**config.mk**
```make
export PLATFORM = sky130hd
export DESIGN_NAME = handshake_ram_q_flat
export DESIGN_NICKNAME = d
export VERILOG_FILES = /design/src/rtl/handshake_ram_q_if.sv /design/src/rtl/handshake_ram_q.sv /design/src/flat_wrapper.sv
export SDC_FILE = /design/constraint.sdc
export NUM_CORES = 1
export LEC_CHECK = 0
export BUFFER_PORTS_ARGS = -buffer_cell sky130_fd_sc_hd__buf_4
export CAP_MARGIN = 30
export CORE_MARGIN = 2
export CORE_UTILIZATION = 57
export CTS_BUF_LIST = sky130_fd_sc_hd__clkbuf_8
export DETAILED_ROUTE_END_ITERATION = 10
export PLACE_DENSITY = 0.74
export RECOVER_POWER = 50
export SETUP_SLACK_MARGIN = 0.05
export SYNTH_ARGS = -nofsm -noshare
export SYNTH_HDL_FRONTEND = slang
export SYNTH_SLANG_ARGS = --single-unit
```
**constraint.sdc**
```tcl
create_clock -name clk -period 2.2 [get_ports clk]
set_input_delay 0.22 -clock clk [delete_from_list [all_inputs] [get_ports clk]]
set_output_delay 0.22 -clock clk [all_outputs]
set_load 0.005 [all_outputs]
```
**src/rtl/handshake_ram_q_if.sv**
```systemverilog
`default_nettype none
// ============================================================================
// Module      : handshake_ram_q_if
// Description : Command/response handshake bundle for handshake_ram_q.
//               master = command issuer / response consumer,
//               slave  = RAM + response queue.
// Revision    : 1.0 - initial release
// ============================================================================
interface handshake_ram_q_if #(
    parameter int DATA_WD   = 8,
    parameter int ADDR_WD   = 4,
    parameter int RSP_DEPTH = 4
);
    localparam int c_CNT_WD = $clog2(RSP_DEPTH) + 1;

    logic                valid_in;
    logic                cmd_in;
    logic [ADDR_WD-1:0]  addr_in;
    logic [DATA_WD-1:0]  data_in;
    logic                ready_in;
    logic                valid_out;
    logic [DATA_WD-1:0]  data_out;
    logic [ADDR_WD-1:0]  addr_out;
    logic                ready_out;
    logic [c_CNT_WD-1:0] rsp_cnt;

    modport master (
        output valid_in, cmd_in, addr_in, data_in, ready_out,
        input  ready_in, valid_out, data_out, addr_out, rsp_cnt
    );

    modport slave (
        input  valid_in, cmd_in, addr_in, data_in, ready_out,
        output ready_in, valid_out, data_out, addr_out, rsp_cnt
    );
endinterface
`default_nettype wire

```
**src/rtl/handshake_ram_q.sv**
```systemverilog
`default_nettype none
// ============================================================================
// Module      : handshake_ram_q
// Description : Single-port RAM behind a valid/ready command port. Writes are
//               silent; reads push {addr, data} into a small response FIFO
//               drained through a valid/ready response port.
// Revision    : 1.0 - initial release
// ============================================================================
module handshake_ram_q #(
    parameter int DATA_WD   = 8,
    parameter int ADDR_WD   = 4,
    parameter int RSP_DEPTH = 4
) (
    input  wire              clk,
    input  wire              rstn,
    handshake_ram_q_if.slave bus
);
    localparam int c_PTR_WD = $clog2(RSP_DEPTH);
    localparam int c_CNT_WD = c_PTR_WD + 1;
    localparam int c_WORDS  = 2 ** ADDR_WD;

    logic [DATA_WD-1:0]  r_mem    [c_WORDS];
    logic [DATA_WD-1:0]  r_q_data [RSP_DEPTH];
    logic [ADDR_WD-1:0]  r_q_addr [RSP_DEPTH];
    logic [c_PTR_WD-1:0] r_wr_ptr;
    logic [c_PTR_WD-1:0] r_rd_ptr;
    logic [c_CNT_WD-1:0] r_cnt;

    logic w_full;
    logic w_empty;
    logic w_fire_in;
    logic w_fire_out;
    logic w_push;
    logic w_wr;

    assign w_full     = (r_cnt == c_CNT_WD'(RSP_DEPTH));
    assign w_empty    = (r_cnt == '0);
    assign w_fire_out = !w_empty && bus.ready_out;
    // A pop in the same cycle frees a slot, so a full queue can still accept.
    assign bus.ready_in = !w_full || w_fire_out;
    assign w_fire_in  = bus.valid_in && bus.ready_in;
    // Commands presented while reset is asserted are dropped entirely.
    assign w_push     = rstn && w_fire_in && !bus.cmd_in;
    assign w_wr       = rstn && w_fire_in && bus.cmd_in;

    assign bus.valid_out = !w_empty;
    assign bus.data_out  = w_empty ? '0 : r_q_data[r_rd_ptr];
    assign bus.addr_out  = w_empty ? '0 : r_q_addr[r_rd_ptr];
    assign bus.rsp_cnt   = r_cnt;

    // Storage array: written on accepted writes, never reset.
    always_ff @(posedge clk) begin
        if (w_wr) begin
            r_mem[bus.addr_in] <= bus.data_in;
        end
    end

    // Response payload slots: capture address and current RAM word on a read.
    always_ff @(posedge clk) begin
        if (w_push) begin
            r_q_data[r_wr_ptr] <= r_mem[bus.addr_in];
            r_q_addr[r_wr_ptr] <= bus.addr_in;
        end
    end

    // Queue pointers and occupancy; pointers wrap naturally (power-of-two depth).
    always_ff @(posedge clk) begin
        if (!rstn) begin
            r_wr_ptr <= '0;
            r_rd_ptr <= '0;
            r_cnt    <= '0;
        end else begin
            if (w_push) begin
                r_wr_ptr <= r_wr_ptr + 1'b1;
            end
            if (w_fire_out) begin
                r_rd_ptr <= r_rd_ptr + 1'b1;
            end
            if (w_push && !w_fire_out) begin
                r_cnt <= r_cnt + 1'b1;
            end else if (!w_push && w_fire_out) begin
                r_cnt <= r_cnt - 1'b1;
            end
        end
    end
endmodule
`default_nettype wire

```
**src/flat_wrapper.sv**
```systemverilog
// flat-port wrapper written by rule: the top's interface ports become plain ports
module handshake_ram_q_flat 
#(
    parameter int DATA_WD   = 8,
    parameter int ADDR_WD   = 4,
    parameter int RSP_DEPTH = 4
)
  (clk, rstn, bus_valid_in, bus_cmd_in, bus_addr_in, bus_data_in, bus_ready_out, bus_ready_in, bus_valid_out, bus_data_out, bus_addr_out, bus_rsp_cnt);
  handshake_ram_q_if #(.DATA_WD(DATA_WD), .ADDR_WD(ADDR_WD), .RSP_DEPTH(RSP_DEPTH)) bus_i ();
  input  wire clk;
  input  wire rstn;
  input wire logic [$bits(bus_i.valid_in)-1:0] bus_valid_in;
  input wire logic [$bits(bus_i.cmd_in)-1:0] bus_cmd_in;
  input wire logic [$bits(bus_i.addr_in)-1:0] bus_addr_in;
  input wire logic [$bits(bus_i.data_in)-1:0] bus_data_in;
  input wire logic [$bits(bus_i.ready_out)-1:0] bus_ready_out;
  output wire logic [$bits(bus_i.ready_in)-1:0] bus_ready_in;
  output wire logic [$bits(bus_i.valid_out)-1:0] bus_valid_out;
  output wire logic [$bits(bus_i.data_out)-1:0] bus_data_out;
  output wire logic [$bits(bus_i.addr_out)-1:0] bus_addr_out;
  output wire logic [$bits(bus_i.rsp_cnt)-1:0] bus_rsp_cnt;
  assign bus_i.valid_in = bus_valid_in;
  assign bus_i.cmd_in = bus_cmd_in;
  assign bus_i.addr_in = bus_addr_in;
  assign bus_i.data_in = bus_data_in;
  assign bus_i.ready_out = bus_ready_out;
  assign bus_ready_in = bus_i.ready_in;
  assign bus_valid_out = bus_i.valid_out;
  assign bus_data_out = bus_i.data_out;
  assign bus_addr_out = bus_i.addr_out;
  assign bus_rsp_cnt = bus_i.rsp_cnt;
  handshake_ram_q #(.DATA_WD(DATA_WD), .ADDR_WD(ADDR_WD), .RSP_DEPTH(RSP_DEPTH)) u_core (.clk(clk), .rstn(rstn), .bus(bus_i));
endmodule
```
* After elaboration in Yosys (flattened, before gate mapping)
Memories as Yosys holds them, arrays and structs flattened. A register that Yosys moved wholly into a read port is not among the register bits.
Cells that the tools add are included.
** Operators by class
- $add $sub $neg :: 4
- $mul :: 0
- Div/mod/pow operators :: 0
- $lt $le $gt $ge :: 0
- Equal/unequal tests :: 1
- Shift-type cells :: 0
- Mux-type cells :: 12
- Bitwise gates (word level) :: 0
- Reduce and logical (&&, ||, !) cells :: 15
** Operators with widths (number)
- $mux W2 :: 4
- $mux W8 :: 1
- $logic_and A1 B1 Y1 :: 7
- $mux W3 :: 2
- $logic_not A1 Y1 :: 5
- $add A2 B1 Y2 const B :: 2
- $mux W1 :: 4
- $mux W4 :: 1
- $add A3 B1 Y3 const B :: 1
- $eq A3 B3 Y1 const B :: 1
- $logic_not A3 Y1 :: 1
- $sub A3 B1 Y3 const B :: 1
- $reduce_bool A2 Y1 :: 1
- $logic_or A1 B1 Y1 :: 1
** Storage, ports and cells
- Register bits :: 7
- Bits in latches :: 0
- RAM bits :: 176
- Bits in read-only memories :: 0
- Input bits :: 17
- Output and inout bits :: 17
- Word-level logic and storage cells :: 38
- Memories :: 3
** Memories
- u_core.r_mem :: words 16, width 8, read ports 1, clocked after Yosys merged registers in 0, wr ports 1, RTL line handshake_ram_q.sv:22 : logic [DATA_WD-1:0] r_mem [c_WORDS];
- u_core.r_q_data :: words 4, width 8, read ports 1, clocked after Yosys merged registers in 1, wr ports 1, RTL line handshake_ram_q.sv:23 : logic [DATA_WD-1:0] r_q_data [RSP_DEPTH];
- u_core.r_q_addr :: words 4, width 4, read ports 1, clocked after Yosys merged registers in 1, wr ports 1, RTL line handshake_ram_q.sv:24 : logic [ADDR_WD-1:0] r_q_addr [RSP_DEPTH];

* Longest topological paths before layout
- Depth after elaboration :: 11
- Depth in mapped cells :: 8
- Depth with buffers taken out :: 8

* Worst setup path before layout
No wires, ideal clock.
- Path type :: flip-flop to flip-flop
- Start :: register u_core.r_cnt[0] (netlist: u_core.bus.rsp_cnt[0])
- End :: register u_core.r_cnt[2] (netlist: u_core.bus.rsp_cnt[2])
- Library setup time :: 70 ps
- Arrival time :: 2102 ps
- Data required time :: 2130 ps
- Setup slack :: 28 ps
- Stages on the path, launching flop included :: 9
- Path buffers :: 0
- Period minus slack after synthesis :: 2172 ps
- Cells stage by stage :: dfxtp_1 nor4b_2 nor3_1 ha_1 inv_1 fa_1 xor2_1 or3_1 a21oi_1
** Between the ends
- Word-level cells in the longest chain between the ends :: 10
- Elaborated cells on any way between the ends :: 18
- Those cells by class :: add/sub: 2; eq/ne: 1; mux: 2; reduce/logical: 13
** Ends and longest elaborated chain
- from (decl) :: RTL line handshake_ram_q.sv:27 : logic [c_CNT_WD-1:0] r_cnt;
- from (signal assigned) :: RTL line handshake_ram_q.sv:80 : r_cnt <= r_cnt + 1'b1;
- from (signal assigned) :: RTL line handshake_ram_q.sv:82 : r_cnt <= r_cnt - 1'b1;
- $logic_not A3 Y1 :: RTL line handshake_ram_q.sv:37 : assign w_empty = (r_cnt == '0);
- $logic_not A1 Y1 :: RTL line handshake_ram_q.sv:38 : assign w_fire_out = !w_empty && bus.ready_out;
- $logic_and A1 B1 Y1 :: RTL line handshake_ram_q.sv:38
- $logic_or A1 B1 Y1 * :: RTL line handshake_ram_q.sv:40 : assign bus.ready_in = !w_full || w_fire_out;
- $logic_and A1 B1 Y1 * :: RTL line handshake_ram_q.sv:41 : assign w_fire_in = bus.valid_in && bus.ready_in;
- $logic_and A1 B1 Y1 * (2 in series) :: RTL line handshake_ram_q.sv:43 : assign w_push = rstn && w_fire_in && !bus.cmd_in;
- net u_core.w_push :: RTL line handshake_ram_q.sv:33 : logic w_push;
- $logic_not A1 Y1 :: RTL line handshake_ram_q.sv:81 : end else if (!w_push && w_fire_out) begin
- $logic_and A1 B1 Y1 :: RTL line handshake_ram_q.sv:81
- $reduce_bool A2 Y1 (no source line)
Mark *: on every way through the listed nets, which the timed path passes. The rest lies on a longest branch. The select of a mux whose other input is x is not followed.
A chain may end at the register's enable or synchronous reset.

* Worst setup path after layout
- Start :: register u_core.r_cnt[0] (netlist: u_core.bus.rsp_cnt[0])
- End :: register u_core.r_cnt[2] (netlist: u_core.bus.rsp_cnt[2])
** Between the ends
- Word-level cells in the longest chain between the ends :: 10
- Elaborated cells on any way between the ends :: 18
- Those cells by class :: add/sub: 2; eq/ne: 1; mux: 2; reduce/logical: 13
** Ends and longest elaborated chain (RTL line)
- $logic_not A3 Y1 :: handshake_ram_q.sv:37
- $logic_not A1 Y1 :: handshake_ram_q.sv:38
- $logic_and A1 B1 Y1 :: handshake_ram_q.sv:38
- $logic_or A1 B1 Y1 :: handshake_ram_q.sv:40
- $logic_and A1 B1 Y1 :: handshake_ram_q.sv:41
- $logic_and A1 B1 Y1 (2 in series) :: handshake_ram_q.sv:43
- $logic_not A1 Y1 :: handshake_ram_q.sv:81
- $logic_and A1 B1 Y1 :: handshake_ram_q.sv:81
- $reduce_bool A2 Y1 (no source line)
Parallel ways exist; a longest one is shown, timed or not. The select of a mux whose other input is x is not followed.

==> results.py <==
metrics = {
    "run_status": {
        "status": "finished, final reports clean",
    },
    "synthesis": {
        "synth_commonest_cells": "edfxtp_1, mux4_2, nor2_1",
        "yosysMostFrequentCell": "edfxtp_1",
        "synth_top_area_share_pct": 72.70,
        "synth.yosys.seq_area_share_pct": 75.18,
        "syn_area_mm2": 0.007269,
        "synth-edff-count": 176,
        "ys_ff_latch": 185,
        "synthCells": 351,
        "synthArstFlopShare_pct": 0,
        "synth_nets": 374,
        "yosysTopAreaCell": "edfxtp_1",
        "synth_warnings": 0,
        "syn_avg_cell_area_um2": 20.71,
        "yosys-top-cells-area": "edfxtp_1, mux4_2, mux4_1, dfxtp_1, a22oi_1",
        "yosysUniqueCellTypes": 31,
        "synth-main-ff-cell": "edfxtp_1",
    },
    "die": {
        "core_area_mm2": 0.01252,
        "die_h_um": 116.9,
        "dieArea_mm2": 0.01367,
        "die_width_um": 116.9,
        "num_io_pins": 34,
        "start_util_pct": 58.08,
        "rows": 41,
    },
    "global_route": {
        "grt_overflow": 0,
        "grt_pass1_vias": 3566,
        "grt_usage_pct": 20.86,
        "grt_pass1_wl_um": 20000,
        "grt_antenna_before_repair": 0,
        "grt_max_degree": 29,
    },
    "detailed_routing": {
        "ant_nets": 0,
        "drtPass1Iterations": 4,
        "routed-via-count": 3529,
        "drc_errors": 0,
        "vias_per_cell": 5.814,
        "routed_wl_um": 12780,
        "wl_per_cell_um": 21.05,
        "first_iter_violations": 294,
    },
    "layout": {
        "fillers": 846,
        "area_delta_synth_final_pct": 13.48,
        "fin_area_mm2": 0.008249,
        "n_antenna_cell": 0,
        "final-seq-area_mm2": 0.005468,
        "drive_gt1_share_pct": 27.82,
        "multi_input_area_mm2": 0.001688,
        "post-route-util_pct": 65.90,
        "layout.nets": 445,
    },
    "timing": {
        "worst_pin_slew_ps": 1050,
        "post-route-min-period_ps": 2087,
        "slew-limit-headroom_pct": 29.98,
        "fin_hold_ws_ps": 119.0,
        "finalHoldViolCount": 0,
        "rsz0062_at_grt": "yes",
        "maxSlewViolCount": 0,
        "skew_ps": 10.56,
        "fmax_ghz": 0.4791,
        "setup_violations": 0,
        "fin_crit_sh_pct": 94.88,
    },
    "power_and_ir_drop": {
        "irDropWorstVdd_v": 0.0005088,
        "power_density_mw_per_mm2": 864.2,
        "p_leak_nw": 2.729,
    },
    "setup_path": {
        "cp.arrival_ps": 2470,
        "cp_max_fo": 3,
        "r2r-end": "u_core.bus.rsp_cnt[2]",
        "r2r_slack_ps": 110,
        "rr_worst_depth": 7,
        "r2r-start": "u_core.bus.rsp_cnt[0]",
        "critPathKind": "flip-flop to flip-flop",
        "crit_required_ps": 2580,
        "cp-start-kind": "flip-flop",
        "end_kind": "flip-flop",
    },
    "min_path": {
        "min_from": "rstn",
        "hold_path_class": "input port to flip-flop",
        "min_path_cells": 3,
    },
    "clock_network": {
        "cts_buffer_depth": 2,
        "cts_max_level": 4,
        "clk_pin_slew_worst_paths_ps": 90,
        "cts-root-buf": "clkbuf_8",
        "numCtsBuffers": 17,
        "clock_latency_ps": 450,
        "cts_tree": "yes",
        "numClockSinks": 185,
        "post_cts_buffers": 0,
    },
    "placement": {
        "portBuffers": 33,
        "dp_hpwl_um": 8480,
        "gp_congestion": 0.7556,
        "placed_cell_area_mm2": 0.007888,
    },
    "flow_run": {
        "max-cap-violations": 0,
    },
}
==> where the power goes <==
group | switching [mW] | internal (mW) | leakage, nW
Sequential | 0.0622 | 3.93 | 1.66
Combinational | 0.501 | 0.581 | 0.887
Clock | 1.23 | 0.824 | 0.181
Total | 1.79 | 5.34 | 2.73
==> registers in the layout, indices dropped and copies added (netlist names), named ones only <==
name / flops
u_core.r_mem: 128
u_core.r_q_data: 32
u_core.r_q_addr: 16
u_core.bus.rsp_cnt: 3
u_core.r_rd_ptr: 2
u_core.r_wr_ptr: 2
==> through the flow <==
stage / instances / setup slack [ps] / TNS, ps / total power [mW]
after floorplan: 351 / 124.2 / 0 / 4.679
after global placement: 573 / 167.2 / 0 / 5.136
after detailed placement: 573 / 123.0 / 0 / 5.161
after CTS: 607 / 60.55 / 0 / 7.194
after global routing: 607 / -0.3046 / -0.3046 / 7.457
final: 607 / 112.7 / 0 / 7.129
==> timing repair <==
| item | CTS | global route |
|---|---|---|
| gates resized for setup | 0 | 5 |
| hold endpoints to repair | 8 | 0 |
| setup endpoints to repair | 0 | 13 |
| hold buffers | 2 | 0 |
==> worst max-delay path by stage <==
| stage | from | endpoint | depth (start not counted) |
|---|---|---|---|
| floorplan | u_core.bus.rsp_cnt[0] | u_core.bus.rsp_cnt[2] | 8 |
| global placement | bus_addr_in[0] | u_core.r_q_data[0][2] | 5 |
| detailed placement | u_core.bus.rsp_cnt[2] | u_core.bus.rsp_cnt[2] | 8 |
| CTS | flip-flop | bus_data_out[6] | 4 |
| global route | u_core.bus.rsp_cnt[0] | u_core.bus.rsp_cnt[2] | 7 |
| finish | u_core.bus.rsp_cnt[0] | u_core.bus.rsp_cnt[2] | 7 |
==> placed cells by master, fill, tap and decap left out, drive strengths merged, types with 4 or more instances in the layout <==
master | Yosys | layout
mux4 | 44 | 44
a22oi | 16 | 16
buf | 11 | 54
nand3 | 5 | 5
clkbuf | 4 | 28
edfxtp | 176 | 176
nand2 | 9 | 9
clkinvlp | 0 | 4
and2 | 6 | 6
nor2b | 13 | 13
nor2 | 22 | 22
ha | 5 | 5
inv | 7 | 15
xor2 | 4 | 4
dfxtp | 9 | 9
==> routing by layer <==
metal,up-vias,global-route usage (%),wire length (um)
met2,117,33.56,6559
met1,1823,28.44,5463
met4,0,8.000,146
met5,-,0,0
met3,12,4.686,607
li1,1577,-,-
==> critical path: stages, from the launching register on <==
cell and delay (ps):
dfxtp_1 350, o31ai_2 340, ha_2 260, inv_1 50, fa_1 370, xor2_1 180
or3_1 310, a21oi_1 150
==> cells by family after synthesis <==
logic type | count (synthesis) | synth area share [%]
buf+inv | 22 | 1.773
simple gates | 65 | 4.578
xor+xnor | 4 | 0.4819
mux | 45 | 14.49
fa+ha+maj | 6 | 1.136
compound gates | 24 | 2.358
flops | 185 | 75.18
==> area by class of cell <==
type | count | share of cell area, %
Sequential cell | 185 | 66.28
Multi-Input combinational cell | 144 | 20.46
Timing Repair Buffer | 67 | 5.855
Clock buffer | 17 | 2.836
Tap cell | 172 | 2.609
Clock inverter | 15 | 1.638
Inverter | 7 | 0.3185
Note: power is estimated with default switching activity, not from simulation.
